--- src/rtl/interrupt_request_priority_if.sv ---
// Signal bundle between the interrupt control logic and the request/priority block.
// The slave side is the priority block; the master side drives requests and control.
interface interrupt_request_priority_if;
  logic [7:0] interrupt_request_pin;
  logic       level_or_edge_toriggered_config;
  logic       special_fully_nest_config;
  logic       freeze;
  logic [7:0] clear_interrupt_request;
  logic [7:0] interrupt_mask;
  logic       latch_in_service;
  logic [7:0] end_of_interrupt;
  logic [2:0] priority_rotate;
  logic [7:0] interrupt;
  logic [7:0] highest_level_in_service;
  logic [7:0] interrupt_request_register;
  logic [7:0] in_service_register;

  modport slave (
    input  interrupt_request_pin,
    input  level_or_edge_toriggered_config,
    input  special_fully_nest_config,
    input  freeze,
    input  clear_interrupt_request,
    input  interrupt_mask,
    input  latch_in_service,
    input  end_of_interrupt,
    input  priority_rotate,
    output interrupt,
    output highest_level_in_service,
    output interrupt_request_register,
    output in_service_register
  );

  modport master (
    output interrupt_request_pin,
    output level_or_edge_toriggered_config,
    output special_fully_nest_config,
    output freeze,
    output clear_interrupt_request,
    output interrupt_mask,
    output latch_in_service,
    output end_of_interrupt,
    output priority_rotate,
    input  interrupt,
    input  highest_level_in_service,
    input  interrupt_request_register,
    input  in_service_register
  );
endinterface

--- src/rtl/interrupt_request_priority.sv ---
// 8-level interrupt request latch, rotating-priority resolver and in-service tracking.
// Priority is resolved in a rotated frame where bit 0 is always the highest level.
module interrupt_request_priority (
  input  logic                          clock,
  input  logic                          reset_n,
  interrupt_request_priority_if.slave   bus
);

  logic [7:0] pin_d;
  logic [7:0] irr;
  logic [7:0] isr;
  logic [7:0] interrupt_q;

  logic [7:0] irr_next;
  logic [7:0] isr_next;
  logic [7:0] interrupt_next;
  logic [2:0] top_level;
  logic [7:0] candidate;
  logic [7:0] cand_rank;
  logic [7:0] win_rank;
  logic [7:0] isr_rank;
  logic [7:0] hlis_rank;
  logic [7:0] winner;
  logic [7:0] hlis;
  logic       win_valid;

  function automatic logic [7:0] rot_right(input logic [7:0] v, input logic [2:0] n);
    logic [15:0] d;
    d = {v, v} >> n;
    return d[7:0];
  endfunction

  function automatic logic [7:0] rot_left(input logic [7:0] v, input logic [2:0] n);
    logic [15:0] d;
    d = {v, v} << n;
    return d[15:8];
  endfunction

  function automatic logic [7:0] lowest_one(input logic [7:0] v);
    return v & (~v + 8'd1);
  endfunction

  // Edge mode: set on a rising edge, hold while the pin stays high, drop when it falls.
  always_comb begin
    irr_next = '0;
    if (bus.level_or_edge_toriggered_config)
      irr_next = bus.interrupt_request_pin;
    else
      irr_next = (bus.interrupt_request_pin & ~pin_d) | (irr & bus.interrupt_request_pin);
    irr_next = irr_next & ~bus.clear_interrupt_request;
  end

  // After rotating by top_level, a lower bit index means a higher priority, so
  // one-hot ranks compare directly as unsigned numbers.
  always_comb begin
    top_level = bus.priority_rotate + 3'd1;
    candidate = irr & ~bus.interrupt_mask;
    cand_rank = rot_right(candidate, top_level);
    win_rank  = lowest_one(cand_rank);
    isr_rank  = rot_right(isr, top_level);
    hlis_rank = lowest_one(isr_rank);
    winner    = rot_left(win_rank, top_level);
    hlis      = rot_left(hlis_rank, top_level);
    win_valid = 1'b0;
    if (win_rank != 8'd0) begin
      if (isr == 8'd0)
        win_valid = 1'b1;
      else if (bus.special_fully_nest_config)
        win_valid = (win_rank <= hlis_rank);
      else
        win_valid = (win_rank < hlis_rank);
    end
  end

  always_comb begin
    interrupt_next = interrupt_q;
    if (!bus.freeze)
      interrupt_next = win_valid ? winner : 8'd0;
    isr_next = (isr & ~bus.end_of_interrupt) | (bus.latch_in_service ? interrupt_q : 8'd0);
  end

  always_ff @(posedge clock or negedge reset_n) begin
    if (!reset_n) begin
      pin_d       <= '0;
      irr         <= '0;
      isr         <= '0;
      interrupt_q <= '0;
    end else begin
      pin_d       <= bus.interrupt_request_pin;
      irr         <= irr_next;
      isr         <= isr_next;
      interrupt_q <= interrupt_next;
    end
  end

  assign bus.interrupt                  = interrupt_q;
  assign bus.highest_level_in_service   = hlis;
  assign bus.interrupt_request_register = irr;
  assign bus.in_service_register        = isr;

endmodule
--- src/flat_wrapper.sv ---
// flat-port wrapper written by rule: the top's interface ports become plain ports
module interrupt_request_priority_flat 
  (clock, reset_n, bus_interrupt_request_pin, bus_level_or_edge_toriggered_config, bus_special_fully_nest_config, bus_freeze, bus_clear_interrupt_request, bus_interrupt_mask, bus_latch_in_service, bus_end_of_interrupt, bus_priority_rotate, bus_interrupt, bus_highest_level_in_service, bus_interrupt_request_register, bus_in_service_register);
  interrupt_request_priority_if bus_i ();
  input  logic clock;
  input  logic reset_n;
  input wire logic [$bits(bus_i.interrupt_request_pin)-1:0] bus_interrupt_request_pin;
  input wire logic [$bits(bus_i.level_or_edge_toriggered_config)-1:0] bus_level_or_edge_toriggered_config;
  input wire logic [$bits(bus_i.special_fully_nest_config)-1:0] bus_special_fully_nest_config;
  input wire logic [$bits(bus_i.freeze)-1:0] bus_freeze;
  input wire logic [$bits(bus_i.clear_interrupt_request)-1:0] bus_clear_interrupt_request;
  input wire logic [$bits(bus_i.interrupt_mask)-1:0] bus_interrupt_mask;
  input wire logic [$bits(bus_i.latch_in_service)-1:0] bus_latch_in_service;
  input wire logic [$bits(bus_i.end_of_interrupt)-1:0] bus_end_of_interrupt;
  input wire logic [$bits(bus_i.priority_rotate)-1:0] bus_priority_rotate;
  output wire logic [$bits(bus_i.interrupt)-1:0] bus_interrupt;
  output wire logic [$bits(bus_i.highest_level_in_service)-1:0] bus_highest_level_in_service;
  output wire logic [$bits(bus_i.interrupt_request_register)-1:0] bus_interrupt_request_register;
  output wire logic [$bits(bus_i.in_service_register)-1:0] bus_in_service_register;
  assign bus_i.interrupt_request_pin = bus_interrupt_request_pin;
  assign bus_i.level_or_edge_toriggered_config = bus_level_or_edge_toriggered_config;
  assign bus_i.special_fully_nest_config = bus_special_fully_nest_config;
  assign bus_i.freeze = bus_freeze;
  assign bus_i.clear_interrupt_request = bus_clear_interrupt_request;
  assign bus_i.interrupt_mask = bus_interrupt_mask;
  assign bus_i.latch_in_service = bus_latch_in_service;
  assign bus_i.end_of_interrupt = bus_end_of_interrupt;
  assign bus_i.priority_rotate = bus_priority_rotate;
  assign bus_interrupt = bus_i.interrupt;
  assign bus_highest_level_in_service = bus_i.highest_level_in_service;
  assign bus_interrupt_request_register = bus_i.interrupt_request_register;
  assign bus_in_service_register = bus_i.in_service_register;
  interrupt_request_priority u_core (.clock(clock), .reset_n(reset_n), .bus(bus_i));
endmodule
--- config.mk ---
export PLATFORM = sky130hd
export DESIGN_NAME = interrupt_request_priority_flat
export DESIGN_NICKNAME = d
export VERILOG_FILES = /design/src/rtl/interrupt_request_priority_if.sv /design/src/rtl/interrupt_request_priority.sv /design/src/flat_wrapper.sv
export SDC_FILE = /design/constraint.sdc
export NUM_CORES = 1
export LEC_CHECK = 0
export CORE_MARGIN = 2
export CORE_UTILIZATION = 50
export CTS_CLUSTER_SIZE = 24
export DETAILED_ROUTE_END_ITERATION = 10
export PLACE_DENSITY = 0.8
export SLEW_MARGIN = 20
export SYNTH_ARGS = -nofsm -noshare
export SYNTH_HDL_FRONTEND = slang
export SYNTH_SLANG_ARGS = --single-unit
export TNS_END_PERCENT = 20
--- constraint.sdc ---
create_clock -name clock -period 4.35 [get_ports clock]
set_input_delay 0.87 -clock clock [delete_from_list [all_inputs] [get_ports clock]]
set_output_delay 0.87 -clock clock [all_outputs]
set_load 0.03 [all_outputs]
* Word-level counts from Yosys, hierarchy flattened
Cells that the tools add are included.
** Word-level totals
- Bits in latches :: 0
- Input port bits :: 41
- Output and inout port bits :: 32
- Memories kept :: 0
- Bits in registers :: 32
- Memory bits (writable) :: 0
- Bits in read-only memories :: 0
** Operators by class
- Magnitude comparators :: 2
- Div/mod/pow operators :: 0
- Reduce and logical (&&, ||, !) cells :: 2
- Shift operators :: 4
- $add $sub $neg :: 3
- Bitwise gates (word level) :: 15
- Multipliers :: 0
- Equality and inequality tests :: 0
- Mux-type cells :: 6
** Operators by type and width (number)
- $and 8x8->8 :: 7
- $not 8->8 :: 6
- $shl 16x3->16 :: 2
- $shr 16x3->8 :: 2
- $mux 8 :: 3
- $add 8x1->8 const B :: 2
- $or 8x8->8 :: 2
- $le 8x8->1 :: 1
- $logic_not 8->1 :: 1
- $lt 8x8->1 :: 1
- $reduce_bool 8->1 :: 1
- $add 3x1->3 const B :: 1
- $mux 1 :: 3

* Depth between registers and ports, before layout
- Depth in word-level cells :: 11
- Gate-level depth with buffers :: 17
- Gate-level depth less buffers :: 15

* Worst setup path after synthesis
Ideal clock, no wire load.
- Path type :: input-to-output
- Start point :: input bus_priority_rotate[0]
- End point :: output bus_highest_level_in_service[3]
- Buffers on the path :: 1
- Arrival :: 3.861 ns
- Stages :: 11
- Data required time :: 3.480 ns
- Setup slack :: -0.381 ns
- Cells stage by stage :: ha_1 > xnor2_1 > buf_6 > mux4_2 > nor2_2 > nand3_1 > nor3_2 > inv_1 > mux2i_1 > mux2i_1 > o21ai_0
** Between the ends
- Word-level cells in the longest chain between the ends :: 6
** Ends and longest elaborated chain
- start: declaration :: RTL line flat_wrapper.sv:15 : input wire logic [$bits(bus_i.priority_rotate)-1:0] bus_priority_rotate;
- $add 3x1->3 * :: RTL line interrupt_request_priority.sv:56 : top_level = bus.priority_rotate + 3'd1;
- $shr 16x3->8 :: RTL line interrupt_request_priority.sv:29 : d = {v, v} >> n;
- $not 8->8 :: RTL line interrupt_request_priority.sv:40 : return v & (~v + 8'd1);
- $add 8x1->8 :: RTL line interrupt_request_priority.sv:40
- $and 8x8->8 :: RTL line interrupt_request_priority.sv:40
- $shl 16x3->16 * :: RTL line interrupt_request_priority.sv:35 : d = {v, v} << n;
- end: declaration :: RTL line flat_wrapper.sv:17 : output wire logic [$bits(bus_i.highest_level_in_service)-1:0] bus_highest_level_in_service;
Every way passes the cells marked *; elsewhere a longest branch is shown, timed or not.

* Worst setup path in the final report
- Start point :: input bus_priority_rotate[0]
- End point :: output bus_highest_level_in_service[1]
Same word-level chain as after synthesis.

==> Implementation_results.wiki <==
{| class="wikitable"
! Metric !! Value
|-
| Peak supply drop || between 0.2 and 0.3 mV
|-
| MaxCap Viol Count || 0
|-
| Pre-Repair DR Iteration Count || 5
|-
| Wirelength, routed || 10.3 mm
|-
| Clock tree skew after final layout || 7.35 ps
|-
| Post-route fraction of the period consumed by the critical path || 1.01
|-
| Count of input and output buffers || 72
|-
| Slowest library cell on the worst path || sky130_fd_sc_hd__mux4_2
|-
| Post-detailed-placement cell area || between 4000 and 5000 sq um
|-
| Met3 track demand over resource || 0.0516
|-
| Power density cells || between 300 and 400 nW/um^2
|-
| Crit start category || primary input
|-
| Sequential share of power || 0.251
|-
| Core area || 5890 sq um
|-
| Sequential cell area || 801 sq um
|-
| Endpoint required time on the critical path || roughly 3500 ps
|-
| Net Count, Synth || 384
|-
| 1st-iter DRT viols || 345
|-
| Post-synthesis cell area || 3040 sq um
|-
| Area of all placed cells without fillers || about 4600 sq um
|-
| Net switching share of the total power || 0.421
|-
| Flops & latches, synth || 32
|-
| Total area of multi-input combinational cells || 2330 sq um
|-
| Slowest stage delay, CP || between 500 and 600 ps
|-
| Leakage power || 1.91 nW
|-
| Initial Util || 0.516
|-
| Total instance count after detailed placement || about 520
|-
| Achievable clock frequency || 228 MHz
|-
| Met2 usage in global routing || 0.521
|-
| Final hold vios || 0
|-
| Number of global-route vias before repair || 3184
|-
| Slew at the pin closest to its max-slew limit || between 500 and 600 ps
|-
| Root buffer cell || sky130_fd_sc_hd__clkbuf_8
|-
| Clk Latency, worst-skew pair || between 200 and 300 ps
|-
| Hold-fix buffers at CTS || 0
|-
| Relative slew slack || 0.636
|-
| Setup TNS || -110 ps
|-
| Post-synthesis instance total || 336
|-
| Antenna fix cells || 0
|-
| Post-synth EDFFs || 0
|-
| Vias after detailed routing || between 3000 and 4000
|-
| Register area share after synthesis || 0.264
|-
| Synth area leader || sky130_fd_sc_hd__dfrtp_1
|-
| Failing checks || negative setup slack
|-
| Largest net degree at the start of global routing || 65
|-
| Critical path arrival || 3510 ps
|-
| Post-layout minimum cycle time || approximately 4400 ps
|-
| RePlAce Congestion || 0.916
|-
| Clock tree from TritonCTS || built
|-
| Antenna violations before repair || 0
|-
| Share of final-layout standard cells stronger than drive strength 1 || 0.346
|-
| Top cells by area in the synthesized netlist || sky130_fd_sc_hd__dfrtp_1 (26%), sky130_fd_sc_hd__mux4_2 (9.6%), sky130_fd_sc_hd__mux2i_1 (8.6%), sky130_fd_sc_hd__mux2_2 (5.2%), sky130_fd_sc_hd__nand2_1 (4.6%)
|-
| Class of the tightest hold or removal check || flip-flop to flip-flop
|-
| Count of synthesis-stage warnings from yosys || 0
|-
| Sw Pwr || 0.000604 W
|-
| Minimum setup slack after placement || -592 ps
|-
| Avg Vias per Cell || 6.17
|-
| Count of filler cells inserted in the layout || between 300 and 400
|-
| Comb power frac || 0.587
|-
| Run status || complete, but fails checks
|-
| Total gr overflow || 0
|-
| Total clock sinks || 32
|-
| Most common cell on crit path || sky130_fd_sc_hd__mux2i_2
|-
| Fraction of registers with async set/reset || 1.00
|-
| Die width || ~82 um
|-
| Smallest setup slack after layout || -33.9 ps
|-
| Internal Power || 0.000832 W
|-
| Synth Flop Type || sky130_fd_sc_hd__dfrtp_1
|-
| Overall routing resource usage || 0.298
|-
| Post-DP HPWL || just under 7 mm
|-
| M1 GR Usage || 0.373
|-
| Number of placed I/O pins || 73
|-
| CTS Buffer Depth || 2
|-
| Total power of the final layout || 0.00144 W
|-
| Wirelength per Cell || 19.0 um
|-
| TritonCTS Buffers || 5
|-
| Non-Filler Instances || 540
|-
| DRC Markers || 0
|-
| Number of core rows || 28
|-
| Wire length of the first global-routing pass || 15.2 mm
|-
| Post-synthesis cell type count || 51
|-
| Most Crowded Layer GR || met2
|-
| Die height || 81.9 um
|-
| Full die area || 6710 sq um
|-
| Final number of setup-violating endpoints || 4
|-
| Most common cell after layout, fill and taps aside || sky130_fd_sc_hd__buf_4
|-
| Setup slack of the most critical reg-to-reg path || 700 ps
|-
| Area Overhead vs Synth || 52.4%
|-
| Path type of the worst setup path || primary input to output pin
|-
| Element type at the critical path end || output pin
|-
| Series of cell instances along the critical path || buf_8 > ha_4 > buf_12 > mux2_4 > mux4_2 > nor2_4 > nand3_4 > nor3_4 > inv_2 > mux2i_2 > mux2i_2 > mux2i_2 > buf_4
|-
| Clock slew at the register clock pins of the worst setup and hold paths || 70 ps
|-
| Worst Path Max Fanout || 5
|-
| Share of Yosys cell area claimed by the top area cell type || 0.264
|-
| Clock network fraction of total power || 0.162
|-
| Mapped Avg Cell Area || 9.03 sq um
|-
| Number of nets with antenna violations after detailed routing || 0
|-
| Setup repair after global routing missed its margin || true
|-
| Number of slew-limit violations in the final report || 0
|-
| Number of levels in the clock H-tree || 2
|-
| Number of nets in the finished design || a little over 500
|-
| Most frequent cells in the layout || sky130_fd_sc_hd__buf_4 (66), sky130_fd_sc_hd__clkdlybuf4s50_1 (61), sky130_fd_sc_hd__nand2_1 (37)
|}
==> sequential cells by signal, indices dropped and copies added (netlist names) <==
signal,count
u_core.bus.in_service_register,8
u_core.bus.interrupt,8
u_core.bus.interrupt_request_register,8
u_core.pin_d,8
==> metal layers <==
layer	wire (um)	vias up	share of wire
li1	-	1486	-
met1	3760	1589	0.37
met2	5310	207	0.52
met3	835	49	0.081
met4	362	0	0.035
met5	0	-	0
==> worst max-delay path: cells and delay by family <==
family        cells  cell delay, ps
fa+ha+maj         1             280
buf+inv           4             470
mux               5            1350
simple gates      3             530
==> kinds of logic after synthesis <==
group	synth area share
mux	0.267
xor+xnor	0.0140
flops	0.264
simple gates	0.232
buf+inv	0.0445
fa+ha+maj	0.0322
compound gates	0.146
==> cell usage after synthesis, types with 2 or more instances <==
cell                         n
sky130_fd_sc_hd__a2111oi_0   4
sky130_fd_sc_hd__a211oi_1    3
sky130_fd_sc_hd__a21o_1      2
sky130_fd_sc_hd__a21oi_1    12
sky130_fd_sc_hd__a221o_1     2
sky130_fd_sc_hd__a31oi_1     7
sky130_fd_sc_hd__buf_1       3
sky130_fd_sc_hd__buf_2       6
sky130_fd_sc_hd__clkbuf_1   10
sky130_fd_sc_hd__dfrtp_1    32
sky130_fd_sc_hd__ha_1        7
sky130_fd_sc_hd__inv_1      12
sky130_fd_sc_hd__mux2_2     14
sky130_fd_sc_hd__mux2_4      2
sky130_fd_sc_hd__mux2i_1    26
sky130_fd_sc_hd__mux2i_4     2
sky130_fd_sc_hd__mux4_2     13
sky130_fd_sc_hd__nand2_1    37
sky130_fd_sc_hd__nand2b_1   14
sky130_fd_sc_hd__nand3_1     6
sky130_fd_sc_hd__nand3b_1    2
sky130_fd_sc_hd__nand4_1     4
sky130_fd_sc_hd__nor2_1     30
sky130_fd_sc_hd__nor2b_1    13
sky130_fd_sc_hd__nor3_1      6
sky130_fd_sc_hd__nor3b_1    11
sky130_fd_sc_hd__nor4_1      2
sky130_fd_sc_hd__o21ai_0    22
sky130_fd_sc_hd__o21ai_1     3
sky130_fd_sc_hd__o31ai_1     6
sky130_fd_sc_hd__or2_2       2
sky130_fd_sc_hd__xnor2_1     2
==> power groups by stage <==
stage,registers [W],logic (W),clock network [W]
after floorplan,0.000399,0.000396,0
after CTS,0.000355,0.000767,0.000234
after detailed placement,0.000360,0.000715,0
final,0.000360,0.000843,0.000233
after global placement,0.000359,0.000696,0
after global routing,0.000363,0.000891,0.000245
==> layout make-up <==
type                       count  share of cell area
timing repair buffer         141               0.275
inverter                      12             0.00974
tap                           75              0.0203
clock inverter                 2             0.00352
sequential                    32               0.173
clock buffer                   6              0.0157
multi-input combinational    272               0.503
==> path summary, 6_finish.rpt <==
check / start / to / cells past startpoint
max: bus_priority_rotate[0] / bus_highest_level_in_service[1] / 13
min: u_core.pin_d[6]$_DFF_PN0_ / u_core.bus.interrupt_request_register[6]$_DFF_PN0_ / 1
max reg2reg: u_core.bus.in_service_register[4]$_DFF_PN0_ / u_core.bus.interrupt[1]$_DFFE_PN0N_ / 14
min reg2reg: u_core.pin_d[6]$_DFF_PN0_ / u_core.bus.interrupt_request_register[6]$_DFF_PN0_ / 1
max in group asynchronous: reset_n / u_core.bus.interrupt[4]$_DFFE_PN0N_ / 2
min in group asynchronous: reset_n / u_core.pin_d[7]$_DFF_PN0_ / 2
==> metrics by stage <==
stage / util / hold WS (ps)
global placement: 0.719 / 393
CTS: 0.762 / 414
detailed placement: 0.719 / 403
finish: 0.786 / 417
floorplan: - / 391
global route: 0.786 / 424
==> repair_timing <==
item,in CTS,in global routing
resized for setup,30,36
pin swaps,4,20
endpoints found under the hold margin,0,0
setup endpoints to repair,16,16
buffers inserted,8,1
(Power assumes the default switching activity.)
